[config.mk]
export PLATFORM = sky130hd
export DESIGN_NAME = nav_ctrl_flat
export DESIGN_NICKNAME = d
export VERILOG_FILES = /design/src/rtl/nav_ctrl_if.sv /design/src/rtl/nav_ctrl.sv /design/src/flat_wrapper.sv
export SDC_FILE = /design/constraint.sdc
export NUM_CORES = 1
export LEC_CHECK = 0
export ABC_AREA = 1
export ABC_CLOCK_PERIOD_IN_PS = 2100
export CELL_PAD_IN_SITES_DETAIL_PLACEMENT = 0
export CELL_PAD_IN_SITES_GLOBAL_PLACEMENT = 1
export CORE_MARGIN = 2
export CORE_UTILIZATION = 30
export CTS_CLUSTER_SIZE = 30
export DETAILED_ROUTE_END_ITERATION = 7
export GPL_TIMING_DRIVEN = 0
export PLACE_DENSITY = 0.71
export SLEW_MARGIN = 10
export SYNTH_ARGS = -nofsm -noshare
export SYNTH_HDL_FRONTEND = slang
export SYNTH_SLANG_ARGS = --single-unit
[constraint.sdc]
create_clock -name clk -period 2.1 [get_ports clk]
set_clock_uncertainty 0.1 [all_clocks]
set_input_delay 0.42 -clock clk [delete_from_list [all_inputs] [get_ports clk]]
set_output_delay 0.42 -clock clk [all_outputs]
set_load 0.01 [all_outputs]
[src/rtl/nav_ctrl_if.sv]
// Signal bundle between the maze solver, the sensors and the PID/motor path of nav_ctrl.
// The master modport belongs to whatever drives the commands and sensors; nav_ctrl uses slave.
interface nav_ctrl_if;
  logic        strt_hdng;
  logic        strt_mv;
  logic        stp_lft;
  logic        stp_rght;
  logic        hdng_rdy;
  logic        at_hdng;
  logic        lft_opn;
  logic        rght_opn;
  logic        frwrd_opn;
  logic        mv_cmplt;
  logic        moving;
  logic        en_fusion;
  logic [10:0] frwrd_spd;

  modport master (
    output strt_hdng, strt_mv, stp_lft, stp_rght, hdng_rdy, at_hdng,
           lft_opn, rght_opn, frwrd_opn,
    input  mv_cmplt, moving, en_fusion, frwrd_spd
  );

  modport slave (
    input  strt_hdng, strt_mv, stp_lft, stp_rght, hdng_rdy, at_hdng,
           lft_opn, rght_opn, frwrd_opn,
    output mv_cmplt, moving, en_fusion, frwrd_spd
  );
endinterface

[src/rtl/nav_ctrl.sv]
// nav_ctrl: turns solver heading/move pulses into a heading-settle wait or a ramped forward move.
// Define NAV_FAST_SIM_EN to quadruple the speed step for shorter simulations.
module nav_ctrl #(
  parameter logic [10:0] MAX_SPD = 11'h2A0,
  parameter logic [10:0] SPD_INC = 11'h018
) (
  input logic       clk,
  input logic       rst,
  nav_ctrl_if.slave nav
);

  typedef enum logic [2:0] {
    IDLE,
    HDNG,
    FRWRD,
    DEC_NORM,
    DEC_FAST
  } state_t;

`ifdef NAV_FAST_SIM_EN
  localparam logic [11:0] STEP = {1'b0, SPD_INC} << 2;
`else
  localparam logic [11:0] STEP = {1'b0, SPD_INC};
`endif
  localparam logic [11:0] STEP_FAST = STEP << 1;

  state_t      state_q, state_d;
  logic [10:0] spd_q, spd_d;
  logic        mv_cmplt_q, mv_cmplt_d;
  logic        moving_q, moving_d;
  logic        en_fusion_q, en_fusion_d;
  logic        lft_ff_q, rght_ff_q;
  logic        lft_rise, rght_rise;
  logic [11:0] acc_sum;

  // Speed floor: anything at or below the step lands exactly on zero.
  function automatic logic [10:0] dec_spd(input logic [10:0] s, input logic [11:0] d);
    return ({1'b0, s} <= d) ? 11'd0 : (s - d[10:0]);
  endfunction

  always_ff @(posedge clk or posedge rst) begin
    if (rst) begin
      state_q     <= IDLE;
      spd_q       <= '0;
      mv_cmplt_q  <= 1'b0;
      moving_q    <= 1'b0;
      en_fusion_q <= 1'b0;
      lft_ff_q    <= 1'b1;
      rght_ff_q   <= 1'b1;
    end else begin
      state_q     <= state_d;
      spd_q       <= spd_d;
      mv_cmplt_q  <= mv_cmplt_d;
      moving_q    <= moving_d;
      en_fusion_q <= en_fusion_d;
      lft_ff_q    <= nav.lft_opn;
      rght_ff_q   <= nav.rght_opn;
    end
  end

  always_comb begin
    state_d     = state_q;
    spd_d       = spd_q;
    mv_cmplt_d  = 1'b0;
    lft_rise    = nav.lft_opn & ~lft_ff_q;
    rght_rise   = nav.rght_opn & ~rght_ff_q;
    acc_sum     = {1'b0, spd_q} + STEP;

    case (state_q)
      IDLE: begin
        if (nav.strt_hdng)    state_d = HDNG;
        else if (nav.strt_mv) state_d = FRWRD;
      end
      HDNG: begin
        if (nav.at_hdng) begin
          state_d    = IDLE;
          mv_cmplt_d = 1'b1;
        end
      end
      FRWRD: begin
        if (nav.hdng_rdy)
          spd_d = (acc_sum > {1'b0, MAX_SPD}) ? MAX_SPD : acc_sum[10:0];
        if (!nav.frwrd_opn)
          state_d = DEC_FAST;
        else if ((nav.stp_lft && lft_rise) || (nav.stp_rght && rght_rise))
          state_d = DEC_NORM;
      end
      DEC_NORM: begin
        if (spd_q == 11'd0) begin
          state_d    = IDLE;
          mv_cmplt_d = 1'b1;
        end else begin
          if (nav.hdng_rdy)   spd_d = dec_spd(spd_q, STEP);
          if (!nav.frwrd_opn) state_d = DEC_FAST;
        end
      end
      DEC_FAST: begin
        if (spd_q == 11'd0) begin
          state_d    = IDLE;
          mv_cmplt_d = 1'b1;
        end else if (nav.hdng_rdy) begin
          spd_d = dec_spd(spd_q, STEP_FAST);
        end
      end
      default: state_d = IDLE;
    endcase

    // Outputs are registered from next-state values so they line up with the state they describe.
    if (state_d == IDLE || state_d == HDNG) spd_d = '0;
    moving_d    = (state_d != IDLE);
    en_fusion_d = (state_d == FRWRD || state_d == DEC_NORM || state_d == DEC_FAST) &&
                  (spd_d > (MAX_SPD >> 1));
  end

  assign nav.frwrd_spd = spd_q;
  assign nav.mv_cmplt  = mv_cmplt_q;
  assign nav.moving    = moving_q;
  assign nav.en_fusion = en_fusion_q;

endmodule

[src/flat_wrapper.sv]
// flat-port wrapper written by rule: the top's interface ports become plain ports
module nav_ctrl_flat 
#(
  parameter logic [10:0] MAX_SPD = 11'h2A0,
  parameter logic [10:0] SPD_INC = 11'h018
)
  (clk, rst, nav_strt_hdng, nav_strt_mv, nav_stp_lft, nav_stp_rght, nav_hdng_rdy, nav_at_hdng, nav_lft_opn, nav_rght_opn, nav_frwrd_opn, nav_mv_cmplt, nav_moving, nav_en_fusion, nav_frwrd_spd);
  nav_ctrl_if nav_i ();
  input logic clk;
  input logic rst;
  input wire logic [$bits(nav_i.strt_hdng)-1:0] nav_strt_hdng;
  input wire logic [$bits(nav_i.strt_mv)-1:0] nav_strt_mv;
  input wire logic [$bits(nav_i.stp_lft)-1:0] nav_stp_lft;
  input wire logic [$bits(nav_i.stp_rght)-1:0] nav_stp_rght;
  input wire logic [$bits(nav_i.hdng_rdy)-1:0] nav_hdng_rdy;
  input wire logic [$bits(nav_i.at_hdng)-1:0] nav_at_hdng;
  input wire logic [$bits(nav_i.lft_opn)-1:0] nav_lft_opn;
  input wire logic [$bits(nav_i.rght_opn)-1:0] nav_rght_opn;
  input wire logic [$bits(nav_i.frwrd_opn)-1:0] nav_frwrd_opn;
  output wire logic [$bits(nav_i.mv_cmplt)-1:0] nav_mv_cmplt;
  output wire logic [$bits(nav_i.moving)-1:0] nav_moving;
  output wire logic [$bits(nav_i.en_fusion)-1:0] nav_en_fusion;
  output wire logic [$bits(nav_i.frwrd_spd)-1:0] nav_frwrd_spd;
  assign nav_i.strt_hdng = nav_strt_hdng;
  assign nav_i.strt_mv = nav_strt_mv;
  assign nav_i.stp_lft = nav_stp_lft;
  assign nav_i.stp_rght = nav_stp_rght;
  assign nav_i.hdng_rdy = nav_hdng_rdy;
  assign nav_i.at_hdng = nav_at_hdng;
  assign nav_i.lft_opn = nav_lft_opn;
  assign nav_i.rght_opn = nav_rght_opn;
  assign nav_i.frwrd_opn = nav_frwrd_opn;
  assign nav_mv_cmplt = nav_i.mv_cmplt;
  assign nav_moving = nav_i.moving;
  assign nav_en_fusion = nav_i.en_fusion;
  assign nav_frwrd_spd = nav_i.frwrd_spd;
  nav_ctrl #(.MAX_SPD(MAX_SPD), .SPD_INC(SPD_INC)) u_core (.clk(clk), .rst(rst), .nav(nav_i));
endmodule
======== Yosys cells after proc, flatten, opt, wreduce, memory -nomap -nowiden ========
Cells that the tools add are included.
storage, ports and cells
  register bits ........................... 19
  bits of input ports ..................... 11
  output and inout bits ................... 14
  word-level logic and storage cells ...... 60
cells by class
  add/subtract/negate cells ............... 3
  order comparisons ....................... 4
  equality and inequality tests ........... 8
  mux-type cells .......................... 22
  bitwise operators ....................... 4
  reductions and logical operators ........ 12
operator list
  kind                   number
  $mux 11                9
  $pmux 11 s3            1
  $mux 3                 8
  $pmux 3 s5             1
  $add 11x5->12 const B  1
  $eq 3x2->1 const B     4
  $gt 12x10->1 const B   1
  $gt 11x9->1 const B    1
  $le 11x5->1 const B    1
  $le 11x6->1 const B    1
  $logic_not 11->1       1
  $sub 11x5->11 const B  1
  $sub 11x6->11 const B  1
  $eq 3x1->1 const B     2
  $eq 3x3->1 const B     2
  $logic_not 3->1        2
  $logic_or 1x1->1       4
  $logic_and 1x1->1      3
  $reduce_bool 3->1      1
  $and 1x1->1            2
  $mux 1                 2
  $not 1->1              2
  $pmux 1 s2             1
  $reduce_or 2->1        1

======== Longest topological paths before layout ========
Gate-level depths: netlist of the first run.
  word-level depth ........................ 12
  mapped depth ............................ 19
  mapped depth without buffers ............ 19

======== Least setup slack after synthesis of the first run ========
No wires, ideal clock.
  kind .................................... register -> register
  start point ............................. register u_core.spd_q[4], in the netlist u_core.nav.frwrd_spd[4]
  end point ............................... register u_core.en_fusion_q, in the netlist u_core.nav.en_fusion
  library setup time ...................... 119 ps
  arrival time ............................ 1932 ps
  required time ........................... 1881 ps
  slack ................................... -51 ps
  cell stages (with the launch flop) ...... 19
  path buffers ............................ 0
  clock period less this slack ............ 2151 ps
  path through ............................ dfrtp_1 > inv_1 > ha_1 > nand2_1 > inv_1 > nand3_1 > nand2_1 > nand2_1 > nand2_1 > nand2_1 > nand2_2 > nand3_1 > nand3_1 > nand2_1 > nand3_1 > nor2_1 > nand3_1 > nor2_1 > nor2_1
on the way
  longest elaborated chain between the ends .. 8
  elaborated cells on any way between the ends .. 30
  classes of those cells .................. add/sub: 3; order compare: 4; eq/ne: 4; mux: 13; reduce/logical: 6
ends and longest elaborated chain
  what                                             line                             text
  start: declaration                               nav_ctrl.sv:28                   logic [10:0] spd_q, spd_d;
  start signal: assignment                         nav_ctrl.sv:52                   spd_q <= spd_d;
  $add 11x5->12 (tied with other cells)            nav_ctrl.sv:67                   acc_sum = {1'b0, spd_q} + STEP;
  $gt 12x10->1 (tied with other cells)             nav_ctrl.sv:82                   spd_d = (acc_sum > {1'b0, MAX_SPD}) ? MAX_SPD : acc_sum[10:0];
  $mux 11 (tied with other cells)                  nav_ctrl.sv:82
  $mux 11 (tied with other cells)                  nav_ctrl.sv:81                   if (nav.hdng_rdy)
  $pmux 11 s3 or $logic_or 1x1->1 (tied branches)  nav_ctrl.sv:69, nav_ctrl.sv:109
  $mux 11                                          nav_ctrl.sv:109                  if (state_d == IDLE || state_d == HDNG) spd_d = '0;
  $gt 11x9->1                                      nav_ctrl.sv:112                  (spd_d > (MAX_SPD >> 1));
  $logic_and 1x1->1 (*)                            nav_ctrl.sv:111                  en_fusion_d = (state_d == FRWRD || state_d == DEC_NORM || state_d == DEC_FAST) &&
  named net u_core.en_fusion_d                     nav_ctrl.sv:31                   logic en_fusion_q, en_fusion_d;
  end signal: assignment                           nav_ctrl.sv:55                   en_fusion_q <= en_fusion_d;
  end: declaration                                 nav_ctrl.sv:31
The timed path passes the listed nets; every way through them passes the cells marked *.

======== Final worst setup path of the first run ========
  start point ............................. register u_core.spd_q[10], in the netlist u_core.nav.frwrd_spd[10]
  end point ............................... register u_core.en_fusion_q, in the netlist u_core.nav.en_fusion
on the way
  longest elaborated chain between the ends .. 8
  elaborated cells on any way between the ends .. 30
  classes of those cells .................. add/sub: 3; order compare: 4; eq/ne: 4; mux: 13; reduce/logical: 6
ends and longest elaborated chain
  what                                             line
  $add 11x5->12 (tied with other cells)            nav_ctrl.sv:67
  $gt 12x10->1 (tied with other cells)             nav_ctrl.sv:82
  $mux 11 (tied with other cells)                  nav_ctrl.sv:82
  $mux 11 (tied with other cells)                  nav_ctrl.sv:81
  $pmux 11 s3 or $logic_or 1x1->1 (tied branches)  nav_ctrl.sv:69, nav_ctrl.sv:109
  $mux 11 (*)                                      nav_ctrl.sv:109
  named net u_core.spd_d[6]                        nav_ctrl.sv:28
  $gt 11x9->1 (*)                                  nav_ctrl.sv:112
  $logic_and 1x1->1 (*)                            nav_ctrl.sv:111
  named net u_core.en_fusion_d                     nav_ctrl.sv:31
Marks and branches as above.

==> results.md, run 1 <==
* Yosys top cell by area: nand2_1
* Storage cell area at 483 sq um
* Data required, critical path at 2.15 ns
* Flop pwr share at 0.134
* Post-Synth Simple-Gate Area at 0.510
* Ys Warns at 0
* Rows at 30
* Combinational Power Share at 0.808
* Hold-fix buffers, CTS at 0
* DR WL/cell at 14.1 um
* Total gr overflow at 0
* Crit path launch: u_core.nav.frwrd_spd[10]$_DFF_PP0_
* Post-synth EDFFs at 0
* Number of max-cap violations at 0
* Synth top cells by count: 126 x nand2_1, 46 x nor2_1, 39 x inv_1
* Initial Util at 0.305
* Final Slew Violations at 0
* DP Worst Slack at -0.558 ns
* Post-DP HPWL at 4.89 mm
* DRC errors left at 0
* Gpl congestion at 0.884
* Switch Pwr at 2.37 mW
* Worst-skew pair later-pin latency at 0.26 ns
* Largest net degree at the start of global routing at 20
* Endpoints failing setup at 2
* Die height at 86.7 um
* Syn Area/Cell at 5.84 sq um
* Number of global-route vias before repair at 2295
* Synth Area in Adders at 0.0427
* Fillers at 694
* Fin crit period at 2.26 ns
* CP arrival at 2.31 ns
* Tightest Hold Check Type: in -> async
* Worst-path clk slew at 0.07 ns
* Max Freq at 0.442 GHz
* Crit share post-route at 1.08
* Post-synthesis net count at 369
* Largest family of logic cells by synthesized area: simple AND/OR/NAND/NOR gates
* Total Routed Length at 6.89 mm
* Post-Synth XOR/XNOR Area at 0.0171
* Synth Instances at 351
* Mux contribution to synthesized area at 0
* Port buffer count at 24
* Top-count cell post-synth: nand2_1
* Library cells used by synthesis at 31
* Via density at 4.89
* Fraction of registers with async set/reset at 1.00
* Clock sinks at 19
* FF+latch count, synth at 19
* P per Cell Area at 1450 nW/um^2
* CTS tree: yes
* Core area at 6720 sq um
* Share of the synthesized area in the top cell type at 0.231
* Most used DFF post-synth: dfrtp_1
* Nets@finish at 428
* Clk pwr share at 0.057
* DR iter-0 viols at 158
* Util after Layout at 0.453
* Share of layout cells above drive strength 1 at 0.394
* Worst reg2reg startpoint: u_core.nav.frwrd_spd[10]$_DFF_PP0_
* R2R Setup Slk at -0.16 ns
* Int Power at 2.05 mW
* Final hold violations at 0
* Area taken by multi-input logic gates at 1650 sq um
* Htree depth at 1
* Slew at the pin closest to its max-slew limit at 0.726 ns
* GRT Overall Usage at 0.184
* Worst Setup End Kind: register
* CP Launch Type: register
* Mapped Area at 2050 sq um
* Largest cells by area after synthesis: nand2_1 23%, dfrtp_1 21%, nor2_1 8.4%
* Vias at 2392
* Full die area at 7510 sq um
* Final setup margin at -0.164 ns
* Final Power at 4.42 mW
* Status: complete, but fails checks
* Initial DRT Pass Iterations at 4
* Seq/Total Area, Yosys at 0.233
* Number of antenna violations at the first check in global routing at 0
* Switching part of the total power at 0.537
* Crit-path max FO at 8
* Worst Setup Path Type: reg -> reg
* Compound-Gate Fraction of Synth Area at 0.0733
* Failing checks: negative setup slack
* Routed Antenna Nets at 0
* Syn-to-layout area delta at 48.6%
* RSZ-0062 raised after global routing: yes
* First-pass GRT wire length at 10.9 mm
* Rel. slew slack at 0.515
* Root Driver: clkbuf_8
* I/O pins at 25
* Diodes inserted at 0
* Chip width at 86.7 um
* Leak Pwr at 1.56 nW
* TritonCTS buffer count at 3
* Clk buf depth at 2
* VDD IR max at 680 uV
-- state kept, by name (all words and copies together), names as in the netlist --
name                  flops
u_core.nav.en_fusion      1
u_core.nav.mv_cmplt       1
u_core.state_q            3
u_core.lft_ff_q           1
u_core.nav.moving         1
u_core.rght_ff_q          1
u_core.nav.frwrd_spd     11
-- path summary, 6_finish.rpt --
kind,to,depth (start not counted)
max,u_core.nav.en_fusion$_DFF_PP0_,14
min,u_core.nav.frwrd_spd[8]$_DFF_PP0_,2
max reg2reg,u_core.nav.en_fusion$_DFF_PP0_,14
min reg2reg,u_core.nav.mv_cmplt$_DFF_PP0_,3
max in group asynchronous,u_core.nav.frwrd_spd[4]$_DFF_PP0_,2
min in group clk,u_core.rght_ff_q$_DFF_PP1_,1
-- placed cells by master, fill, tap and decap left out, types with 2 or more instances in the layout --
cell type | synthesis | layout
o21ai_1 | 2 | 2
inv_2 | 15 | 22
inv_4 | 0 | 2
buf_6 | 2 | 7
nand3_4 | 2 | 5
nand2_2 | 5 | 32
nand2_1 | 126 | 96
buf_4 | 2 | 26
xnor2_1 | 2 | 2
nand3_2 | 6 | 18
clkbuf_8 | 0 | 3
nand2_4 | 0 | 3
ha_2 | 0 | 3
a21oi_1 | 14 | 11
clkdlybuf4s50_1 | 0 | 24
nor2_1 | 46 | 33
dfrtp_1 | 17 | 13
a21oi_2 | 1 | 3
nand4_1 | 6 | 6
xor2_1 | 2 | 2
dfstp_2 | 2 | 2
nor2_2 | 4 | 10
nand3_1 | 32 | 17
ha_4 | 0 | 3
nor2_4 | 1 | 9
o21ai_0 | 8 | 7
inv_1 | 39 | 28
dfrtp_2 | 0 | 4
-- cell families after synthesis --
kind of cell    Yosys count
flops                    19
xor+xnor                  4
fa+ha+maj                 7
buf+inv                  61
compound gates           28
simple gates            232
-- cell type report --
type                    count  area share
flip-flops and latches     19       0.159
well taps                  80      0.0329
plain buffers               7      0.0193
multi-input cells         272       0.542
clock buffers               3      0.0136
clock inverters             1     0.00164
repair buffers             53       0.159
inverters                  54      0.0723
-- timing repair --
item	4_1_cts	5_1_grt
buffers inserted	21	8
gates cloned	1	0
gates resized for setup	61	48
pin swaps	32	33
setup endpoints to repair	3	5
-- critical path: stages (launching register included) --
cell and delay [ns]:
dfrtp_1 0.49, inv_2 0.19, nand3_2 0.13, nor2_1 0.17, nand3_1 0.17, nand2_1 0.12
nand2_1 0.05, nand2_1 0.05, a21oi_1 0.06, a21oi_2 0.21, nand2_2 0.11, nor2_4 0.12
inv_1 0.04, nor2_1 0.09, nor2_1 0.05
-- power groups by stage --
stage / clock, mW / sequential, mW / combinational (mW)
after global routing: 0.282 / 0.607 / 3.89
after CTS: 0.269 / 0.584 / 3.16
final: 0.253 / 0.594 / 3.57
after detailed placement: 0 / 0.599 / 2.46
after floorplan: 0 / 0.607 / 1.79
after global placement: 0 / 0.599 / 2.48
-- per-layer routing --
metal | share of wire | wire length, um | vias up | global-route usage
met5 | 0 | 0 | - | 0
met3 | 0.032 | 222 | 12 | 0.0105
met2 | 0.48 | 3330 | 49 | 0.312
met1 | 0.46 | 3200 | 1121 | 0.252
met4 | 0.020 | 137 | 0 | 0.0554
li1 | - | - | 1210 | -
-- stage by stage --
stage                     cells  setup TNS (ns)  hold slack (ns)  area, sq um
after floorplan             351               0            0.270         2060
after global placement      455           -1.62            0.545         2400
after detailed placement    455           -1.68            0.549         2400
after CTS                   481         -0.0994            0.497         2840
after global routing        489          -0.579            0.501         3050
final                       489          -0.261            0.481         3050
No activity file was read; power rests on OpenSTA's default activity.
==> inputs of run 2 (changes only) <==
- ABC_CLOCK_PERIOD_IN_PS: 2100 -> 2200
- PLACE_DENSITY: 0.71 -> 0.68
- clock period: 2.1 -> 2.2 ns (I/O delays scaled with it)
==> results.md, run 2 (same netlist as run 1, synthesis figures left out) <==
* GRT Overall Usage at 0.187 (+0.00278)
* Final Slew Violations at 0 (unchanged)
* Core area at 6720 sq um (unchanged)
* DP Worst Slack at -0.395 ns (+0.163 ns)
* Total Routed Length at 6.71 mm (-2.6%)
* Max Freq at 0.438 GHz (-0.81%)
* Full die area at 7510 sq um (unchanged)
* Tightest Hold Check Type: in -> async
* Number of max-cap violations at 0 (unchanged)
* Util after Layout at 0.425 (-0.0283)
* Data required, critical path at 2.25 ns (+0.10 ns)
* Port buffer count at 24 (unchanged)
* Leak Pwr at 1.49 nW (-4.4%)
* Status: complete, but fails checks
* Slowest CP cell: dfrtp_2
* DR iter-0 viols at 138 (-13%)
* Most frequent cells in the layout: 111 x nand2_1, 36 x nor2_1, 33 x inv_1, 27 x buf_4, 25 x nand3_1
* DR WL/cell at 13.8 um (-2.0%)
* Fin crit period at 2.28 ns (+0.0186 ns)
* Htree depth at 1 (unchanged)
* Placed cell count at 455 (unchanged)
* Post-DP HPWL at 4.99 mm (+2.0%)
* Post-route cell area at 2860 sq um (-6.2%)
* Rel. slew slack at 0.522 (+0.00691)
* Root Driver: clkbuf_8
* Final Power at 3.88 mW (-12%)
* Worst-skew pair later-pin latency at 0.25 ns (about the same)
* RSZ-0062 raised after global routing: yes
* Final Non-Filler Cells at 486 (-0.61%)
* Endpoints failing setup at 2 (unchanged)
* Final hold violations at 0 (unchanged)
* Largest net degree at the start of global routing at 20 (unchanged)
* Worst-path cell chain: inv_6 -> ha_4 -> nand2_1 -> inv_1 -> nand3_2 -> nand2_1 -> nand2_1 -> nand2_1 -> nand2_1 -> nand2_2 -> nand3_4 -> nand2_1 -> nand2_1 -> nand2_1 -> nand3_2 -> inv_2 -> nand3_2 -> nor2_2 -> nor2_1
* Via density at 4.80 (-1.8%)
* Chip width at 86.7 um (unchanged)
* Syn-to-layout area delta at 39.3%
* Diodes inserted at 0 (unchanged)
* Clk buf depth at 2 (unchanged)
* Vias at 2334 (-2.4%)
* Crit share post-route at 1.04 (-0.0406)
* Initial Util at 0.305 (unchanged)
* Total gr overflow at 0 (unchanged)
* Commonest non-fill, non-tap cell in the layout: nand2_1
* Number of global-route vias before repair at 2203 (-4.0%)
* I/O pins at 25 (unchanged)
* DRC errors left at 0 (unchanged)
* Crit-path max FO at 5 (-3)
* Final setup margin at -0.0824 ns (+0.0814 ns)
* Fin Setup TNS at -0.0967 ns (+0.164 ns)
* Largest register FFs at 11 (unchanged)
* Worst Setup Path Type: reg -> reg
* VDD IR max at 526 uV (-23%)
* CP arrival at 2.33 ns (+0.02 ns)
* Nets@finish at 425 (-0.70%)
* Dpl cell area at 2390 sq um (-0.57%)
* CTS tree: yes
* P per Cell Area at 1360 nW/um^2 (-6.4%)
* Routed Antenna Nets at 0 (unchanged)
* Clock sinks at 19 (unchanged)
* Die height at 86.7 um (unchanged)
* First-pass GRT wire length at 11.0 mm (+0.38%)
* Fillers at 732 (+5.5%)
* Initial DRT Pass Iterations at 4 (unchanged)
* Fin Hold WS at 0.496 ns (+0.0156 ns)
* TritonCTS buffer count at 3 (unchanged)
* Worst-path clk slew at 0.07 ns (about the same)
* Slew at the pin closest to its max-slew limit at 0.716 ns (-0.0104 ns)
* Number of antenna violations at the first check in global routing at 0 (unchanged)
* Worst Setup End Kind: register
* Failing checks: negative setup slack
* Share of layout cells above drive strength 1 at 0.298 (-0.0956)
* Rows at 30 (unchanged)
* Gpl congestion at 0.847 (-4.2%)
* Crit path largest cell delay at 0.49 ns (about the same)
* Most frequent CP cell: nand2_1
* CP Launch Type: register
==> run 2: cell count changes in the layout (fill, tap and decap cells not counted), sizes merged <==
| cell | previous run | this run |
|---|---|---|
| buf | 35 | 32 |
| clkinv | 2 | 1 |
| inv | 53 | 54 |
==> run 2: worst paths after layout <==
kind	start	end	slack, ns	depth (start not counted)
setup / recovery	u_core.nav.frwrd_spd[4]$_DFF_PP0_	u_core.nav.en_fusion$_DFF_PP0_	-0.08	19
hold / removal	rst	u_core.nav.frwrd_spd[10]$_DFF_PP0_	0.50	2
setup reg to reg	u_core.nav.frwrd_spd[4]$_DFF_PP0_	u_core.nav.en_fusion$_DFF_PP0_	-0.08	19
hold reg to reg	u_core.state_q[1]$_DFF_PP0_	u_core.nav.mv_cmplt$_DFF_PP0_	0.57	4
max in group asynchronous	rst	u_core.nav.frwrd_spd[3]$_DFF_PP0_	1.01	2
min in group clk	nav_lft_opn	u_core.lft_ff_q$_DFF_PP1_	0.52	1
==> run 2: cell type report <==
type	instances	area [sq um]	area share
multi-input combinational	272	1520	0.531
buffer	7	58.8	0.0206
timing repair buffer	50	439	0.154
clock inverter	1	5.00	0.00175
clock buffer	3	41.3	0.0145
sequential	19	480	0.168
tap	80	100	0.0351
inverter	54	215	0.0754
==> run 2: routing by layer <==
metal,part of all wire,track usage
met2,0.46,0.308
met1,0.50,0.267
met3,0.028,0.0114
met5,0,0
met4,0.0088,0.0455
==> run 2: timing repair <==
action                                  4_1_cts  5_1_grt
hold buffers                                  0        0
pin swaps                                    27        2
gates resized for setup                      54       11
buffers inserted                             26        0
gates cloned                                  1        0
endpoints found under the setup margin        7        3
==> run 2: report_power, final <==
| part | switching, mW | internal (mW) | leakage [nW] |
|---|---|---|---|
| registers | 0.132 | 0.447 | 0.248 |
| clock network | 0.118 | 0.126 | 0.0255 |
| logic | 1.83 | 1.23 | 1.22 |
| total | 2.08 | 1.80 | 1.49 |
==> run 2: critical path, delay by kind of cell, from the launching register on <==
| kind | cells | cell delay (ns) |
|---|---|---|
| adder cells (fa/ha/maj) | 1 | 0.28 |
| buffers and inverters | 3 | 0.22 |
| flip-flops | 1 | 0.49 |
| AND/OR/NAND/NOR | 15 | 1.08 |
